[config.mk]
export PLATFORM = sky130hd
export DESIGN_NAME = dbg_inst_seq_flat
export DESIGN_NICKNAME = d
export VERILOG_FILES = /design/src/rtl/dbg_inst_seq_if.sv /design/src/rtl/dbg_inst_seq.sv /design/src/flat_wrapper.sv
export SDC_FILE = /design/constraint.sdc
export NUM_CORES = 1
export LEC_CHECK = 0
export ABC_AREA = 1
export BUFFER_PORTS_ARGS = -buffer_cell sky130_fd_sc_hd__buf_4
export CAP_MARGIN = 20
export CORE_MARGIN = 1.5
export CORE_UTILIZATION = 40
export DETAILED_ROUTE_END_ITERATION = 8
export HOLD_SLACK_MARGIN = 0.06
export PLACE_DENSITY = 0.63
export SETUP_SLACK_MARGIN = 0.2
export SLEW_MARGIN = 30
export SYNTH_ARGS = -nofsm -noshare
export SYNTH_HDL_FRONTEND = slang
export SYNTH_SLANG_ARGS = --single-unit
[constraint.sdc]
create_clock -name i_clk -period 7.6 [get_ports i_clk]
set_input_delay 0.38 -clock i_clk [delete_from_list [all_inputs] [get_ports i_clk]]
set_output_delay 0.38 -clock i_clk [all_outputs]
set_load 0.01 [all_outputs]
[src/rtl/dbg_inst_seq_if.sv]
// rtl/dbg_inst_seq_if.sv - command, instruction-injection and response signals of dbg_inst_seq
interface dbg_inst_seq_if;
  logic        i_cmd_valid;
  logic        o_cmd_ready;
  logic [1:0]  i_cmd_op;
  logic [11:0] i_cmd_addr;
  logic [31:0] i_cmd_data;
  logic        o_inst_valid;
  logic [31:0] o_inst;
  logic        i_inst_ready;
  logic        i_res_valid;
  logic [31:0] i_res_data;
  logic        i_res_exc;
  logic        o_rsp_valid;
  logic [31:0] o_rsp_data;
  logic        o_rsp_err;

  modport slave (
    input  i_cmd_valid, i_cmd_op, i_cmd_addr, i_cmd_data,
    input  i_inst_ready, i_res_valid, i_res_data, i_res_exc,
    output o_cmd_ready, o_inst_valid, o_inst, o_rsp_valid, o_rsp_data, o_rsp_err
  );

  modport master (
    output i_cmd_valid, i_cmd_op, i_cmd_addr, i_cmd_data,
    output i_inst_ready, i_res_valid, i_res_data, i_res_exc,
    input  o_cmd_ready, o_inst_valid, o_inst, o_rsp_valid, o_rsp_data, o_rsp_err
  );
endinterface

[src/rtl/dbg_inst_seq.sv]
// rtl/dbg_inst_seq.sv - debug abstract command to RV32I/Zicsr instruction sequencer
// Optional scratch-register save/restore around CSR writes: DBG_SCRATCH_SAVE_EN
module dbg_inst_seq #(
  parameter logic [4:0] SCRATCH_REG = 5'd31
) (
  input  logic          i_clk,
  input  logic          i_rst_n,
  dbg_inst_seq_if.slave bus
);
  localparam logic [1:0] OP_REG_READ  = 2'd0;
  localparam logic [1:0] OP_REG_WRITE = 2'd1;
  localparam logic [1:0] OP_CSR_READ  = 2'd2;
  localparam logic [1:0] OP_CSR_WRITE = 2'd3;
`ifdef DBG_SCRATCH_SAVE_EN
  localparam logic [2:0] CSRW_CAP     = 3'd3;
  localparam logic [2:0] CSRW_LAST    = 3'd5;
  localparam logic [2:0] CSRW_RESTORE = 3'd4;
`else
  localparam logic [2:0] CSRW_CAP     = 3'd2;
  localparam logic [2:0] CSRW_LAST    = 3'd2;
`endif

  typedef enum logic [1:0] {S_IDLE, S_ISSUE, S_WAIT, S_RESP} state_t;

  state_t      state_q, state_d;
  logic [2:0]  step_q, step_d;
  logic [1:0]  op_q;
  logic [11:0] addr_q;
  logic [31:0] data_q;
  logic [31:0] rsp_data_q;
  logic        rsp_err_q;
  logic        inst_valid_q;
  logic [31:0] inst_q;
  logic        accept, load_inst, res_ok, capture;
  logic [2:0]  last_step;
  logic [1:0]  e_op;
  logic [11:0] e_addr;
  logic [31:0] e_data;
  logic [2:0]  e_step;
  logic [19:0] e_hi;
  logic [31:0] e_inst;
`ifdef DBG_SCRATCH_SAVE_EN
  logic [31:0] save_q;
`endif

  function automatic logic [31:0] enc_addi(input logic [11:0] imm, input logic [4:0] rs1,
                                           input logic [4:0] rd);
    return {imm, rs1, 3'b000, rd, 7'b0010011};
  endfunction

  function automatic logic [31:0] enc_lui(input logic [19:0] imm, input logic [4:0] rd);
    return {imm, rd, 7'b0110111};
  endfunction

  // Upper part pre-compensated for the sign extension of the ADDI low part (takes v[31:11]).
  function automatic logic [19:0] hi_part(input logic [20:0] v);
    return v[20:1] + {19'd0, v[0]};
  endfunction

  assign accept    = (state_q == S_IDLE) && bus.i_cmd_valid;
  assign res_ok    = (state_q == S_WAIT) && bus.i_res_valid;
  assign load_inst = accept || ((state_q == S_ISSUE) && !inst_valid_q);

  always_comb begin
    last_step = 3'd0;
    capture   = 1'b0;
    case (op_q)
      OP_REG_READ:  capture = (step_q == 3'd0);
      OP_REG_WRITE: last_step = 3'd1;
      OP_CSR_READ:  capture = (step_q == 3'd0);
      default: begin
        last_step = CSRW_LAST;
        capture   = (step_q == CSRW_CAP);
      end
    endcase
  end

  always_comb begin
    state_d = state_q;
    step_d  = step_q;
    case (state_q)
      S_IDLE: begin
        if (bus.i_cmd_valid) begin
          state_d = S_ISSUE;
          step_d  = 3'd0;
        end
      end
      S_ISSUE: begin
        if (inst_valid_q && bus.i_inst_ready) state_d = S_WAIT;
      end
      S_WAIT: begin
        if (bus.i_res_valid) begin
          if (bus.i_res_exc) begin
            state_d = S_RESP;
`ifdef DBG_SCRATCH_SAVE_EN
            // Trap after a completed save still has to put the scratch register back.
            if (op_q == OP_CSR_WRITE && step_q != 3'd0 && step_q < CSRW_RESTORE) begin
              state_d = S_ISSUE;
              step_d  = CSRW_RESTORE;
            end
`endif
          end else if (step_q == last_step) begin
            state_d = S_RESP;
          end else begin
            state_d = S_ISSUE;
            step_d  = step_q + 3'd1;
          end
        end
      end
      default: begin
        state_d = S_IDLE;
        step_d  = 3'd0;
      end
    endcase
  end

  // The first instruction is encoded straight from the command inputs in the accept cycle.
  assign e_op   = accept ? bus.i_cmd_op   : op_q;
  assign e_addr = accept ? bus.i_cmd_addr : addr_q;
  assign e_data = accept ? bus.i_cmd_data : data_q;
  assign e_step = accept ? 3'd0           : step_q;
  assign e_hi   = hi_part(e_data[31:11]);

  always_comb begin
    e_inst = 32'd0;
    case (e_op)
      OP_REG_READ:  e_inst = enc_addi(12'd0, e_addr[4:0], 5'd0);
      OP_REG_WRITE: e_inst = (e_step == 3'd0) ? enc_lui(e_hi, e_addr[4:0])
                                              : enc_addi(e_data[11:0], e_addr[4:0], e_addr[4:0]);
      OP_CSR_READ:  e_inst = {e_addr, 5'd0, 3'b010, 5'd0, 7'b1110011};
      default: begin
`ifdef DBG_SCRATCH_SAVE_EN
        case (e_step)
          3'd0:    e_inst = enc_addi(12'd0, SCRATCH_REG, 5'd0);
          3'd1:    e_inst = enc_lui(e_hi, SCRATCH_REG);
          3'd2:    e_inst = enc_addi(e_data[11:0], SCRATCH_REG, SCRATCH_REG);
          3'd3:    e_inst = {e_addr, SCRATCH_REG, 3'b001, 5'd0, 7'b1110011};
          3'd4:    e_inst = enc_lui(hi_part(save_q[31:11]), SCRATCH_REG);
          default: e_inst = enc_addi(save_q[11:0], SCRATCH_REG, SCRATCH_REG);
        endcase
`else
        case (e_step)
          3'd0:    e_inst = enc_lui(e_hi, SCRATCH_REG);
          3'd1:    e_inst = enc_addi(e_data[11:0], SCRATCH_REG, SCRATCH_REG);
          default: e_inst = {e_addr, SCRATCH_REG, 3'b001, 5'd0, 7'b1110011};
        endcase
`endif
      end
    endcase
  end

  always_ff @(posedge i_clk or negedge i_rst_n) begin
    if (!i_rst_n) begin
      state_q <= S_IDLE;
      step_q  <= 3'd0;
    end else begin
      state_q <= state_d;
      step_q  <= step_d;
    end
  end

  always_ff @(posedge i_clk or negedge i_rst_n) begin
    if (!i_rst_n) begin
      op_q         <= 2'd0;
      addr_q       <= 12'd0;
      data_q       <= 32'd0;
      rsp_data_q   <= 32'd0;
      rsp_err_q    <= 1'b0;
      inst_valid_q <= 1'b0;
      inst_q       <= 32'd0;
    end else begin
      if (accept) begin
        op_q       <= bus.i_cmd_op;
        addr_q     <= bus.i_cmd_addr;
        data_q     <= bus.i_cmd_data;
        rsp_data_q <= 32'd0;
        rsp_err_q  <= 1'b0;
      end
      if (load_inst) begin
        inst_q       <= e_inst;
        inst_valid_q <= 1'b1;
      end else if (state_q == S_ISSUE && bus.i_inst_ready) begin
        inst_valid_q <= 1'b0;
      end
      if (res_ok) begin
        if (capture) rsp_data_q <= bus.i_res_data;
        if (bus.i_res_exc) rsp_err_q <= 1'b1;
      end
    end
  end

`ifdef DBG_SCRATCH_SAVE_EN
  always_ff @(posedge i_clk or negedge i_rst_n) begin
    if (!i_rst_n) begin
      save_q <= 32'd0;
    end else if (res_ok && !bus.i_res_exc && op_q == OP_CSR_WRITE && step_q == 3'd0) begin
      save_q <= bus.i_res_data;
    end
  end
`endif

  assign bus.o_cmd_ready  = (state_q == S_IDLE);
  assign bus.o_inst_valid = inst_valid_q;
  assign bus.o_inst       = inst_q;
  assign bus.o_rsp_valid  = (state_q == S_RESP);
  assign bus.o_rsp_data   = rsp_data_q;
  assign bus.o_rsp_err    = rsp_err_q;
endmodule

[src/flat_wrapper.sv]
// flat-port wrapper written by rule: the top's interface ports become plain ports
module dbg_inst_seq_flat 
#(
  parameter logic [4:0] SCRATCH_REG = 5'd31
)
  (i_clk, i_rst_n, bus_i_cmd_valid, bus_i_cmd_op, bus_i_cmd_addr, bus_i_cmd_data, bus_i_inst_ready, bus_i_res_valid, bus_i_res_data, bus_i_res_exc, bus_o_cmd_ready, bus_o_inst_valid, bus_o_inst, bus_o_rsp_valid, bus_o_rsp_data, bus_o_rsp_err);
  dbg_inst_seq_if bus_i ();
  input  logic i_clk;
  input  logic i_rst_n;
  input wire logic [$bits(bus_i.i_cmd_valid)-1:0] bus_i_cmd_valid;
  input wire logic [$bits(bus_i.i_cmd_op)-1:0] bus_i_cmd_op;
  input wire logic [$bits(bus_i.i_cmd_addr)-1:0] bus_i_cmd_addr;
  input wire logic [$bits(bus_i.i_cmd_data)-1:0] bus_i_cmd_data;
  input wire logic [$bits(bus_i.i_inst_ready)-1:0] bus_i_inst_ready;
  input wire logic [$bits(bus_i.i_res_valid)-1:0] bus_i_res_valid;
  input wire logic [$bits(bus_i.i_res_data)-1:0] bus_i_res_data;
  input wire logic [$bits(bus_i.i_res_exc)-1:0] bus_i_res_exc;
  output wire logic [$bits(bus_i.o_cmd_ready)-1:0] bus_o_cmd_ready;
  output wire logic [$bits(bus_i.o_inst_valid)-1:0] bus_o_inst_valid;
  output wire logic [$bits(bus_i.o_inst)-1:0] bus_o_inst;
  output wire logic [$bits(bus_i.o_rsp_valid)-1:0] bus_o_rsp_valid;
  output wire logic [$bits(bus_i.o_rsp_data)-1:0] bus_o_rsp_data;
  output wire logic [$bits(bus_i.o_rsp_err)-1:0] bus_o_rsp_err;
  assign bus_i.i_cmd_valid = bus_i_cmd_valid;
  assign bus_i.i_cmd_op = bus_i_cmd_op;
  assign bus_i.i_cmd_addr = bus_i_cmd_addr;
  assign bus_i.i_cmd_data = bus_i_cmd_data;
  assign bus_i.i_inst_ready = bus_i_inst_ready;
  assign bus_i.i_res_valid = bus_i_res_valid;
  assign bus_i.i_res_data = bus_i_res_data;
  assign bus_i.i_res_exc = bus_i_res_exc;
  assign bus_o_cmd_ready = bus_i.o_cmd_ready;
  assign bus_o_inst_valid = bus_i.o_inst_valid;
  assign bus_o_inst = bus_i.o_inst;
  assign bus_o_rsp_valid = bus_i.o_rsp_valid;
  assign bus_o_rsp_data = bus_i.o_rsp_data;
  assign bus_o_rsp_err = bus_i.o_rsp_err;
  dbg_inst_seq #(.SCRATCH_REG(SCRATCH_REG)) u_core (.i_clk(i_clk), .i_rst_n(i_rst_n), .bus(bus_i));
endmodule
==> results.txt, run 1 <==
Synth top area cells -> dfrtp_1 (45%), nand2_1 (11%), nand3_1 (7.8%)
I/O pin count -> 152
Total wire length -> 17.67 mm
Placed Cells -> 1081
R2r setup slk -> 3790 ps
Htree depth -> 4
Period utilization -> 50.10%
Clk sinks -> 114
Filler cells -> 1446
Synth cell types -> 53
Leak pwr -> 4.132 nW
Initial antenna violation count -> 0
Post-CTS Setup Inserts -> 0
Vias in the first global route -> 5458
Internal power -> 2.000 mW
Mapped Area -> 0.006376 mm2
Final HPWL DP -> 12.48 mm
Critical path fanouts, max -> 27
Num CTS Buffers -> 17
Most common library cell in the layout ignoring fill and taps -> nand2_1
Worst-skew pair later-pin latency -> 430 ps
Total die area -> 0.01671 mm2
Slew Limit Headroom -> 44.85%
CP Class -> flop to flop
Yosys reg bits -> 114
Syn-to-layout area delta -> 27.79%
CTS max path bufs -> 2
Critical Path End Type -> flop
First-pass iteration count of the detailed router -> 5
Avg Inst Size Synth -> 8.524 um2
Synth Warn # -> 0
GP Congestion -> 0.8692
Via/cell ratio -> 5.003
Core area -> 0.01537 mm2
CP bufs+invs -> 1
Vias -> 5563
Status -> finished, final reports clean
Final core utilization -> 53.01%
Slowest cell delay on critical path -> 590 ps
Switching Fraction -> 44.00%
Share of post-route cells with drive strength above 1 -> 32.30%
IO Port Bufs -> 150
Switching pwr -> 1.571 mW
Root Driver -> clkbuf_16
FP Rows -> 45
Largest net degree at the start of global routing -> 63
Global-route wire length before repair -> 28.19 mm
CP delay by family, top -> simple AND/OR/NAND/NOR gates
Final min period -> 3807 ps
Async set or reset register ratio after synthesis -> 100.0%
Worst-margin pin slew -> 826.4 ps
Syn_nets -> 837
Sequential share of power -> 28.4%
Max IR drop VDD -> 0.2446 mV
Crit. path cell count -> 17
Fin area -> 0.008148 mm2
Remaining global-route overflow -> 0
Most frequent cells in the layout -> nand2_1 (187), buf_4 (155), dfrtp_1 (114)
Clock power share -> 20.9%
CP startpoint -> u_core.state_q[0]
Finished Layout Cells -> 1112
Worst reg2reg path endpoint -> u_core.bus.o_inst[28]
Maxcap violations -> 0
Tot Pwr -> 3.572 mW
Critical Path End -> u_core.bus.o_inst[28]
Global-route usage over all layers -> 22.06%
Tightest Hold Check Type -> input pin to flop
Layout Skew -> 15.43 ps
Comb pwr share -> 50.7%
Power Dens Cells -> 438.3 mW/mm2
Post-route antenna net violation count -> 0
FF-to-FF Start -> u_core.state_q[0]
Max Clk Rate -> 262.7 MHz
Max-slew violation count -> 0
Initial Util -> 41.48%
RSZ-0062 raised after global routing -> no
Drt drc -> 0
Routed WL per cell -> 15.89 um
Arrival time worst endpoint -> 4160 ps
Initial DRC Count -> 292
Chip height -> 129.3 um
Crit path launch type -> flop
Share of the yosys chip area belonging to registers -> 44.74%
CP most frequent cell -> nand2_1
EDFF count, synth -> 0
Antenna Cells -> 0
Area of the multi-input gates -> 0.003095 mm2
Final Net Count -> 979
Setup TNS -> 0 ps
Critical path required time -> 7950 ps
Slowest-stage cell, CP -> inv_1
Hold Vio Cnt, Final -> 0
CP cell instances -> nor2_4 > nand2_4 > inv_1 > nand2_1 > nand2_1 > ha_1 > ha_1 > nand2_4 > nor2_8 > nand3_4 > nor2_4 > nand2_1 > nand2_1 > nand3_1 > nand2_1 > nand2_1 > a21oi_1
Area post-placement -> 0.007590 mm2
Share of the synthesized area in the top cell type -> 44.74%
Worst r2r path cells -> 17
Post-synthesis cell count -> 748
Post-cts sizing count -> 0
TritonCTS clock tree -> built
Clk slew on worst S/H paths -> 50 ps
Sequential Area -> 0.002853 mm2
# setup viols final -> 0
Post-synth top flop -> dfrtp_1
Die Wd -> 129.3 um
Synth area leader -> dfrtp_1
==> Yosys cell counts (4+ instances only) <==
cell	count
a21oi_1	28
nor2_2	6
mux2i_1	6
o21ai_0	21
inv_2	6
nor2_8	5
nand3_1	99
or2_2	11
nand2_4	25
buf_4	5
clkbuf_1	12
nand2_2	20
dfrtp_1	114
nand3_2	8
o22ai_1	4
nor2_1	57
a22oi_1	5
inv_1	44
buf_2	6
nand4_1	6
nand2_1	188
o21ai_1	6
nor2_4	10
ha_1	5
==> state kept, by name (all words and copies together), names as in the netlist <==
| signal | cells |
|---|---|
| u_core.bus.o_rsp_data | 32 |
| u_core.data_q | 32 |
| u_core.bus.o_inst | 29 |
| u_core.addr_q | 12 |
| u_core.step_q | 3 |
| u_core.op_q | 2 |
| u_core.state_q | 2 |
| u_core.bus.o_inst_valid | 1 |
| u_core.bus.o_rsp_err | 1 |
==> cell type report <==
class                   instances  share of cell area (%)
multi-input cells             547                   37.99
flip-flops and latches        114                   35.01
repair buffers                156                   14.40
clock buffers                  25                   6.081
well taps                     211                   3.240
inverters                      54                   2.626
clock inverters                 5                  0.6450
==> kinds of logic after synthesis <==
logic type      synth area share [%]
other cells                  0.05881
simple gates                   37.27
xor+xnor                      0.8243
buf+inv                        6.848
mux                           0.9420
fa+ha+maj                     0.9812
flops                          44.74
compound gates                 8.340
==> worst min path at each step <==
stage / depth (start not counted) / end / slack [ps] / start
detailed placement: 2 / u_core.addr_q[8] / 460 / u_core.addr_q[8]
global placement: 2 / u_core.addr_q[8] / 460 / u_core.addr_q[8]
global route: 3 / u_core.bus.o_rsp_data[28] / 180 / bus_i_res_data[28]
finish: 3 / u_core.bus.o_rsp_data[25] / 180 / bus_i_res_data[25]
CTS: 3 / u_core.bus.o_rsp_data[28] / 170 / bus_i_res_data[28]
floorplan: 0 / u_core.addr_q[0] / 80 / i_rst_n
==> what timing repair did <==
| item | CTS | global route |
|---|---|---|
| endpoints found under the setup margin | 0 | 0 |
| endpoints found under the hold margin | 52 | 0 |
| hold buffers | 1 | 0 |
==> power by group through the flow <==
stage,Clock (mW),Sequential [mW],Combinational [mW]
3_3_place_gp,0,1.02,1.80
4_1_cts,0.761,1.02,1.82
6_report,0.746,1.01,1.81
3_5_place_dp,0,1.02,1.81
2_1_floorplan,0,1.06,1.20
5_1_grt,0.790,1.04,2.01
==> tightest hold or removal path: stages <==
cell     delay, ps
buf_4           80
nand3_1         60
nand2_1         60
==> metal layers <==
layer / part of all wire [%] / vias up / GRT usage, %
li1: - / 2729 / -
met1: 43 / 2610 / 28.19
met2: 48 / 200 / 36.83
met3: 6.8 / 24 / 5.161
met4: 1.5 / 0 / 7.469
met5: 0 / - / 0
==> metrics by stage <==
stage               setup slack (ps)  hold slack [ps]
floorplan                       4710            84.41
global placement                3963            460.9
detailed placement              3812            463.9
CTS                             3757            172.4
global route                    3377            179.5
finish                          3793            184.3
Note: power is estimated with default switching activity, not from simulation.
==> run 2: changes to the inputs <==
--- a/config.mk
+++ b/config.mk
@@ -5,14 +5,14 @@
 export SDC_FILE = /design/constraint.sdc
 export NUM_CORES = 1
 export LEC_CHECK = 0
-export ABC_AREA = 1
+export ABC_AREA = 0
 export BUFFER_PORTS_ARGS = -buffer_cell sky130_fd_sc_hd__buf_4
 export CAP_MARGIN = 20
 export CORE_MARGIN = 1.5
 export CORE_UTILIZATION = 40
 export DETAILED_ROUTE_END_ITERATION = 8
 export HOLD_SLACK_MARGIN = 0.06
-export PLACE_DENSITY = 0.63
+export PLACE_DENSITY = 0.67
 export SETUP_SLACK_MARGIN = 0.2
 export SLEW_MARGIN = 30
 export SYNTH_ARGS = -nofsm -noshare
==> constraint.sdc (replaced) <==
create_clock -name i_clk -period 3.2 [get_ports i_clk]
set_input_delay 0.16 -clock i_clk [delete_from_list [all_inputs] [get_ports i_clk]]
set_output_delay 0.16 -clock i_clk [all_outputs]
set_load 0.01 [all_outputs]
==> run 2 against run 1 <==
Total power increased by 110%. Largest power group unchanged. Wire length rose by 4.8%. Largest cell class is now sequential cells. First-iteration DRC count increased by 80%. Hold slack worse by 110 ps. Critical path type unchanged. Flip-flop and latch count is the same. Register-to-register slack lost 3500 ps.
==> results.txt, run 2 <==
CTS max path bufs -> 2
Slew Limit Headroom -> 33.59%
Synth cell types -> 68
Clk slew on worst S/H paths -> 60 ps
CP Class -> flop to flop
Post-route antenna net violation count -> 0
Drt drc -> 0
FF-to-FF Start -> u_core.state_q[0]
Hold Slack -> 75.60 ps
I/O pin count -> 152
Routed WL per cell -> 17.63 um
Final Net Count -> 947
Filler cells -> 1175
Count leader, synth -> nand2_1
Initial DRC Count -> 526
FP Rows -> 43
Fin area -> 0.008378 mm2
Setup TNS -> 0 ps
Root Driver -> clkbuf_16
EDFF count, synth -> 0
Initial antenna violation count -> 0
Worst-margin pin slew -> 996.2 ps
TritonCTS clock tree -> built
Synth area leader -> dfrtp_1
Final min period -> 2915 ps
GP Congestion -> 0.9129
Most frequent cells in the layout -> nand2_1 (183), buf_4 (163), dfrtp_1 (114)
Final HPWL DP -> 12.37 mm
Hold Path Origin -> bus_i_cmd_addr[0]
Global-route usage over all layers -> 25.13%
Vias in the first global route -> 5947
Syn-to-layout area delta -> 43.91%
Post-synthesis cell count -> 648
Vias -> 5631
First-pass iteration count of the detailed router -> 5
Layout Skew -> 12.33 ps
Via/cell ratio -> 5.363
Antenna Cells -> 0
Core area -> 0.01404 mm2
Synth top area cells -> dfrtp_1 (49%), nand2_1 (12%), o21ai_0 (4.5%)
Commonest cells in the netlist -> nand2_1 (183), dfrtp_1 (114), o21ai_0 (52)
Period utilization -> 91.09%
Htree depth -> 4
Critical path fanouts, max -> 14
Syn_nets -> 737
Yosys reg bits -> 114
Worst-skew pair later-pin latency -> 430 ps
Total die area -> 0.01529 mm2
Tightest Hold Check Type -> input pin to flop
CP startpoint -> u_core.state_q[0]
Largest net degree at the start of global routing -> 65
Crit path launch type -> flop
Share of post-route cells with drive strength above 1 -> 25.06%
Async set or reset register ratio after synthesis -> 100.0%
Final core utilization -> 59.66%
Initial Util -> 41.46%
Global-route wire length before repair -> 29.20 mm
Num CTS Buffers -> 17
Synth Warn # -> 0
Arrival time worst endpoint -> 3220 ps
Most common library cell in the layout ignoring fill and taps -> nand2_1
Max IR drop VDD -> 0.4762 mV
Total wire length -> 18.51 mm
Post-synth top flop -> dfrtp_1
Share of the yosys chip area belonging to registers -> 49.00%
Power Dens Cells -> 905.6 mW/mm2
Leak pwr -> 3.934 nW
Mapped Area -> 0.005822 mm2
Status -> finished, final reports clean
Critical Path End Type -> flop
Hold Vio Cnt, Final -> 0
Maxcap violations -> 0
RSZ-0062 raised after global routing -> no
Remaining global-route overflow -> 0
Chip height -> 123.6 um
Die Wd -> 123.6 um
Clk sinks -> 114
Share of the synthesized area in the top cell type -> 49.00%
# setup viols final -> 0
Max Clk Rate -> 343.1 MHz
IO Port Bufs -> 150
Max-slew violation count -> 0
Area post-placement -> 0.007132 mm2
Avg Inst Size Synth -> 8.984 um2
Critical path required time -> 3510 ps
run 2: cell count changes after synthesis, moves of 9 or more:
cell,previous run,this run
or2_2,11,2
nor2_4,10,0
nand2_2,20,0
nand2_4,25,0
o31ai_1,0,9
nor2_1,57,30
inv_1,44,24
nand3_1,99,12
o21ai_0,21,52
mux2i_1,6,18
run 2: stage by stage:
stage               setup slack, ps  power [mW]  instances
CTS                           392.2       7.562       1050
finish                        285.0       7.587       1050
floorplan                     107.8       4.389        648
global route                  227.6       8.053       1050
detailed placement            406.2       5.665        951
global placement              494.5       5.578        951
run 2: area by class of cell:
class / instances / area [um2] / area share (%)
tap: 180 / 225.2 / 2.688
timing repair buffer: 232 / 1924 / 22.97
clock inverter: 5 / 50.05 / 0.5974
clock buffer: 26 / 509.2 / 6.078
sequential: 114 / 2853 / 34.05
inverter: 24 / 90.09 / 1.075
multi-input combinational: 469 / 2726 / 32.54
run 2: timing repair:
item                                    CTS  global route
gates resized for setup                   0             1
buffers inserted                          0             0
hold buffers                             68             0
endpoints found under the hold margin   130             0
endpoints found under the setup margin    0             1
run 2: where the power goes:
part	total, mW	internal [mW]	switching, mW
Clock	1.82	1.16	0.661
Combinational	3.26	1.36	1.90
Sequential	2.51	2.07	0.439
Total	7.59	4.59	3.00
run 2: cell families (layout without fill, tap and decap cells):
logic type	count (synthesis)	after routing	synth area share, %
AO/OA/AOI/OAI	148	148	16.53
buffers and inverters	65	287	5.201
other	1	1	0.06441
XOR/XNOR	4	4	0.6017
multiplexers	28	28	5.330
flip-flops	114	114	49.00
adder cells (fa/ha/maj)	5	5	1.075
AND/OR/NAND/NOR	283	283	22.20
run 2: critical path: stages, from the launching register on:
cell      delay, ps
dfrtp_1         520
nor3b_2         330
nand2_1          90
nand2_1         100
ha_2            220
nand3_1         270
nor4_1          490
o221ai_1        250
and4_1          260
a211o_1         250
run 2: path summary, 6_finish.rpt:
kind,slack (ps),depth (start not counted),endpoint
worst max-delay path,280,9,u_core.bus.o_inst[29]
worst min-delay path,80,3,u_core.addr_q[0]
worst max register to register,280,9,u_core.bus.o_inst[29]
worst min register to register,470,2,u_core.addr_q[8]
max in group asynchronous,2020,3,u_core.data_q[0]
min in group asynchronous,380,2,u_core.bus.o_inst[25]
run 2: metal layers:
metal	track usage [%]	part of all wire, %
met5	0	0
met4	9.483	1.6
met3	7.372	8.4
met2	42.16	49
met1	30.56	41
